===== src/rtl/serial_adder_fsm.sv =====
// serial_adder_fsm: bit-serial WIDTH-bit adder.
// Operands are accepted over a valid/ready handshake and added LSB first
// through one full-adder cell with a registered carry. The WIDTH-bit sum
// and carry-out are then offered on a valid/ready output handshake.
module serial_adder_fsm #(
  parameter int unsigned WIDTH = 8
) (
  input  logic             clk,
  input  logic             rst,
  input  logic             in_valid,
  output logic             in_ready,
  input  logic [WIDTH-1:0] a,
  input  logic [WIDTH-1:0] b,
  input  logic             cin,
  output logic             out_valid,
  input  logic             out_ready,
  output logic [WIDTH-1:0] sum,
  output logic             cout,
  output logic             busy
);

  localparam int unsigned CW = (WIDTH > 1) ? $clog2(WIDTH) : 1;

  typedef enum logic [1:0] {
    IDLE  = 2'd0,
    SHIFT = 2'd1,
    DONE  = 2'd2
  } state_t;

  state_t state;
  state_t state_nx;

  logic [WIDTH-1:0] a_sh;
  logic [WIDTH-1:0] b_sh;
  logic [WIDTH-1:0] sum_sh;
  logic [WIDTH-1:0] sum_next;
  logic [WIDTH-1:0] sum_q;
  logic             carry;
  logic             cout_q;
  logic [CW-1:0]    bit_cnt;
  logic             fa_s;
  logic             fa_c;
  logic             last_bit;
  logic             accept;
  logic             release_out;

  // Full-adder cell on the current LSB pair and the registered carry.
  always_comb begin
    fa_s = a_sh[0] ^ b_sh[0] ^ carry;
    fa_c = (a_sh[0] & b_sh[0]) | (carry & (a_sh[0] ^ b_sh[0]));
  end

  // Sum shift register with the new bit inserted at the MSB end.
  always_comb begin
    sum_next            = sum_sh >> 1;
    sum_next[WIDTH-1]   = fa_s;
  end

  // Handshake and bit-count qualifiers.
  always_comb begin
    last_bit    = (bit_cnt == CW'(WIDTH - 1));
    accept      = (state == IDLE) && in_valid;
    release_out = (state == DONE) && out_ready;
  end

  // State register.
  always_ff @(posedge clk) begin
    if (rst) begin
      state <= IDLE;
    end else begin
      state <= state_nx;
    end
  end

  // Next-state logic.
  always_comb begin
    state_nx = state;
    case (state)
      IDLE:    if (accept) state_nx = SHIFT;
      SHIFT:   if (last_bit) state_nx = DONE;
      DONE:    if (release_out) state_nx = IDLE;
      default: state_nx = IDLE;
    endcase
  end

  // Status outputs decoded from registered state only.
  always_comb begin
    in_ready  = (state == IDLE);
    busy      = (state == SHIFT);
    out_valid = (state == DONE);
  end

  // Operand shifters, carry, bit counter and result capture.
  // The result is copied into sum_q/cout_q on the final SHIFT edge so it
  // survives the next operand load (which clears sum_sh) until the next DONE.
  always_ff @(posedge clk) begin
    if (rst) begin
      a_sh    <= '0;
      b_sh    <= '0;
      sum_sh  <= '0;
      carry   <= 1'b0;
      bit_cnt <= '0;
      sum_q   <= '0;
      cout_q  <= 1'b0;
    end else begin
      case (state)
        IDLE: begin
          if (accept) begin
            a_sh    <= a;
            b_sh    <= b;
            carry   <= cin;
            bit_cnt <= '0;
            sum_sh  <= '0;
          end
        end
        SHIFT: begin
          sum_sh <= sum_next;
          a_sh   <= a_sh >> 1;
          b_sh   <= b_sh >> 1;
          carry  <= fa_c;
          if (last_bit) begin
            sum_q  <= sum_next;
            cout_q <= fa_c;
          end else begin
            bit_cnt <= bit_cnt + CW'(1);
          end
        end
        default: begin
        end
      endcase
    end
  end

  // Result outputs.
  always_comb begin
    sum  = sum_q;
    cout = cout_q;
  end

endmodule


===== config.mk =====
export PLATFORM = sky130hd
export DESIGN_NAME = serial_adder_fsm
export DESIGN_NICKNAME = d
export VERILOG_FILES = /design/src/rtl/serial_adder_fsm.sv
export SDC_FILE = /design/constraint.sdc
export NUM_CORES = 1
export LEC_CHECK = 0
export CORE_MARGIN = 3
export CORE_UTILIZATION = 58
export CTS_BUF_LIST = sky130_fd_sc_hd__clkbuf_8
export DETAILED_ROUTE_END_ITERATION = 10
export DONT_BUFFER_PORTS = 1
export GPL_ROUTABILITY_DRIVEN = 0
export HOLD_SLACK_MARGIN = 0.05
export PLACE_DENSITY_LB_ADDON = 0.12
export SLEW_MARGIN = 20
export SYNTH_ARGS = -nofsm -noshare
export SYNTH_HDL_FRONTEND = slang
export SYNTH_SLANG_ARGS = --single-unit

===== constraint.sdc =====
create_clock -name clk -period 1.2 [get_ports clk]
set_input_delay 0.24 -clock clk [delete_from_list [all_inputs] [get_ports clk]]
set_output_delay 0.24 -clock clk [all_outputs]
set_load 0.01 [all_outputs]

After elaboration in Yosys (flattened, before gate mapping)
Index checks and enable logic that the tools add are counted.

$add $sub $neg: 1. Eq/ne operators: 7. Mux-type cells: 15. Bitwise gates (word level): 5. Reductions and logical operators: 8.

Operators by type and width (count): $pmux W8 S2 (3); $mux W8 (3); $mux W2 (3); $mux W3 (2); $ne A2 B1 Y1 const B (3); $pmux W2 S3 (1); $pmux W3 S2 (1); $reduce_and A3 Y1 (2); $reduce_and A2 Y1 (2); $add A3 B1 Y3 const B (1); $eq A3 B3 Y1 const B (1); $and A1 B1 Y1 (2); $eq A2 B1 Y1 const B (1); $eq A2 B2 Y1 const B (1); $logic_and A1 B1 Y1 (2); $logic_not A2 Y1 (1); $ne A2 B2 Y1 const B (1); $pmux W1 S2 (1); $reduce_bool A2 Y1 (1); $xor A1 B1 Y1 (2); $mux W1 (1); $or A1 B1 Y1 (1).

Flip-flop bits (word level): 39. Input bits: 21. Output and inout port bits: 12. Logic and storage cells: 44.

Depth between registers and ports, before layout
Depth in word-level cells: 4. Depth in mapped cells: 6. Depth with buffers taken out: 5.

Worst setup path before layout
No wires, ideal clock.

Kind: register -> register. Start point: register bit_cnt[0]. End point: register cout_q (netlist: cout). Arrival time: 1131 ps. Data required time: 1066 ps. Setup slack: -65 ps. Cell stages (with the launch flop): 7. Period minus slack after synthesis: 1265 ps. Cells stage by stage: dfxtp_1 ha_1 ha_1 buf_2 nand3b_2 nand2_1 a21oi_1.

Longest elaborated chain between the ends: 2.

RTL lines: start, declared (RTL line 40) `logic [CW-1:0] bit_cnt;`; start signal, assigned (RTL line 125) `bit_cnt <= bit_cnt + CW'(1);`; $eq A3 B3 Y1 (RTL line 61) `last_bit = (bit_cnt == CW'(WIDTH - 1));`; $reduce_and A2 Y1 (no source line); end signal, assigned (RTL line 104) `cout_q <= 1'b0;`; end signal, assigned (RTL line 123) `cout_q <= fa_c;`; end, declared (RTL line 39) `logic cout_q;`.

Every way passes these cells. A chain may end at the register's enable or synchronous reset.

Worst setup path after layout
Start point: register state[1]. End point: output out_valid.

Longest elaborated chain between the ends: 1.

RTL lines: start, declared (RTL line 30) `state_t state;`; start signal, assigned (RTL line 71) `state <= state_nx;`; $eq A2 B2 Y1 (RTL line 90) `out_valid = (state == DONE);`; end, declared (RTL line 15) `output logic out_valid,`.

Every way passes these cells.

==> summary.md <==
| Metric | Value |
|---|---|
| Worst R2R Path Depth | `5` |
| Synth area leader | `dfxtp_1` |
| # IOs | `33` |
| Yosys reg bits | `38` |
| Final core utilization | `77.8%` |
| Register area share after synthesis | `46.6%` |
| FMAX | `0.791 GHz` |
| Share of the synthesized area in the top cell type | `46.6%` |
| Yosys warning count | `0` |
| Synth cell count leaders | `dfxtp_1 (38), nor2_1 (24), mux2i_1 (15)` |
| Area Overhead vs Synth | `22.3%` |
| Gr busiest metal | `met2` |
| Slowest CP cell | `dfxtp_4` |
| Sequential group share of total power | `52.0%` |
| CTS H-tree lvls | `2` |
| DIE AREA | `0.00349 mm²` |
| Row count | `18` |
| Status | `complete, but fails checks` |
| Cells along the critical path | `buf_6 > nor2b_4 > buf_6` |
| Sw power | `0.664 mW` |
| Synth Cell Area | `0.00163 mm²` |
| Die Ht | `59.1 µm` |
| Post-synth EDFFs | `0` |
| Logic pwr share | `13.6%` |
| Clk_lat worst skew | `0.29 ns` |
| Top delay family on crit path | `flip-flops` |
| Drt initial violations | `34` |
| Max-Cap Viols | `0` |
| Switching share of power | `25.3%` |
| Placeable Area | `0.00257 mm²` |
| Detailed Route WL | `3480 µm` |
| Share of cells above drive strength 1 | `31.8%` |
| Post-synth ARST share | `0%` |
| Data arrival time of the worst path | `1.02 ns` |
| Clk sinks | `38` |
| Remaining antenna violation count | `0` |
| End of the worst hold path | `a_sh[3]` |
| Worst setup EP type | `output port` |
| Number of unique standard cell types used by synthesis | `26` |
| Initial DRT Pass Iterations | `5` |
| Slowest Stage Delay on Critical Path | `0.37 ns` |
| Post-route DRC | `0` |
| Crit Path Class | `reg -> out` |
| Met3 Use GR | `5.23%` |
| Syn_nets | `194` |
| Max Slew Vio Count | `0` |
| Wirelength per Cell | `16.6 µm` |
| Total track usage | `20.6%` |
| Cell count after synthesis | `170` |
| Slew at the pin with the worst max-slew slack | `0.214 ns` |
| LEAKAGE | `0.737 nW` |
| Syn avg cell area | `9.60 µm²` |
| First-pass GRT wire length | `5280 µm` |
| Total Neg Setup Slack | `-0.0985 ns` |
| Clock Path Buffers | `2` |
| Clock slew at reported path FFs | `0.07 ns` |
| Placed inst area | `0.00165 mm²` |
| P_int | `1.96 mW` |
| Largest net degree at the start of global routing | `40` |
| Routed vias | `1259` |
| Post-DP HPWL | `2120 µm` |
| Routing usage on met2 | `32.8%` |
| Critical Path Start Type | `flop` |
| Max VDD drop | `0.00134 V` |
| Cts bufs inserted | `5` |
| Worst Skew | `0.00273 ns` |
| Met1 usage | `25.1%` |
| Min-delay src | `rst` |
| Setup violators final | `3` |
| Vias in the first global route | `1152` |
| Initial Utilization | `63.6%` |
| Failing checks | `negative setup slack` |
| Power share of the clock group | `34.4%` |
| RR Endpoint | `state[0]` |
| RSZ-0062 raised after global routing | `yes` |
| Fin nets | `202` |
| Clk root buf | `clkbuf_8` |
| Initial antenna violation count | `0` |
| Final hold violation count | `0` |
| GRT overflow | `0` |
| Final Cycle Share | `105%` |
| Total power | `2.63 mW` |
| Worst setup margin | `-0.0648 ns` |
| WHS Path Cells | `1` |
| CTS tree | `built` |
| CP max FO | `5` |
| CP required | `0.96 ns` |
| Die width | `59.1 µm` |
| Final Cell Area | `0.00200 mm²` |
| Pre-CTS WS | `-0.213 ns` |
| Buffers & Inverters on Critical Path | `2` |
| Slew HR | `85.3%` |
| CP dominant cell by count | `buf_6` |
| Cell Pwr Density | `1320 mW/mm²` |
| Most instantiated library cell after synthesis | `dfxtp_1` |
| Hold WC Path Type | `in -> reg` |
| Top cells by area, synth | `dfxtp_1 (47%), mux2i_1 (9.2%), a211oi_1 (6.4%)` |
| Synth Flop Type | `dfxtp_1` |
| PortBufs | `0` |
| R2R Setup Slk | `0 ns` |
| Vias per std cell | `6.02` |
| Reg-to-reg startpoint | `bit_cnt[1]` |
| Ant. Diodes | `0` |
| Period minus WS final | `1.26 ns` |
## worst max-delay path by stage
stage / from / endpoint / slack, ns / cells after the start
floorplan: bit_cnt[0] / cout / -0.0004 / 6
global placement: bit_cnt[0] / bit_cnt[1] / -0.08 / 5
detailed placement: bit_cnt[0] / bit_cnt[2] / -0.21 / 5
CTS: state[1] / out_valid / -0.07 / 3
global route: state[1] / out_valid / -0.11 / 3
finish: state[1] / out_valid / -0.06 / 3
## cell usage in the layout, fill, tap and decap left out, drive strengths merged, types with 2 or more instances in the layout
cell | synthesis | layout
a211oi | 15 | 15
a21oi | 13 | 13
a22oi | 7 | 7
buf | 12 | 14
clkbuf | 2 | 7
dfxtp | 38 | 38
ha | 2 | 2
mux2i | 15 | 15
nand2 | 12 | 12
nand2b | 5 | 5
nand3 | 9 | 9
nand4bb | 2 | 2
nor2 | 24 | 24
nor2b | 3 | 3
o21ai | 4 | 4
## power groups by stage
stage	Clock (mW)	Sequential (mW)	Combinational [mW]
after CTS	0.919	1.36	0.294
after global routing	0.976	1.37	0.384
final	0.904	1.37	0.356
after global placement	0	1.38	0.252
after detailed placement	0	1.39	0.262
after floorplan	0	1.38	0.254
## registers in the layout (all words and copies together) (netlist names)
| register | cells |
|---|---|
| carry | 1 |
| state | 2 |
| bit_cnt | 3 |
| a_sh | 8 |
| sum_sh | 7 |
| sum | 8 |
| b_sh | 8 |
| cout | 1 |
## per-stage QoR
stage	hold slack (ns)	instances
after global placement	0.311	194
after CTS	-0.00190	207
after detailed placement	0.311	194
after global routing	-0.00964	209
final	0.00260	209
after floorplan	0.413	170
## what timing repair did
item                       4_1_cts  5_1_grt
pin swaps                        3        3
setup buffers                    5        2
cloned                           0        1
setup endpoints to repair       16       24
gates resized for setup         22       23
hold endpoints to repair        36       36
## area by class of cell
cell class / instances / area, µm²
clock inverters: 2 / 12.5
fillers: 176 / 571
clock buffers: 6 / 82.6
multi-input cells: 117 / 922
repair buffers: 15 / 169
well taps: 30 / 37.5
flip-flops and latches: 38 / 769
inverters: 1 / 3.75
## cell families (layout without fill, tap and decap cells)
| family | Yosys count | after routing | share of synthesized area, % |
|---|---|---|---|
| DFF | 38 | 38 | 46.6 |
| adders and majority gates | 3 | 3 | 2.76 |
| muxes | 15 | 15 | 9.20 |
| buffers and inverters | 15 | 24 | 6.51 |
| AOI/OAI and AO/OA | 42 | 42 | 17.9 |
| and+or+nand+nor | 57 | 57 | 17.1 |
## worst reg2reg max path, cell delays in order, from the launching register on
cell      delay, ns
dfxtp_2        0.34
ha_4           0.17
ha_4           0.18
nand2b_4       0.15
a21oi_4        0.16
nor2b_1        0.14
## metal layers
layer / wire, µm / vias up
met5: 0 / -
met4: 64 / 0
met3: 169 / 11
met2: 1750 / 32
met1: 1490 / 603
li1: - / 613
Power figures use the tool's default switching activity.
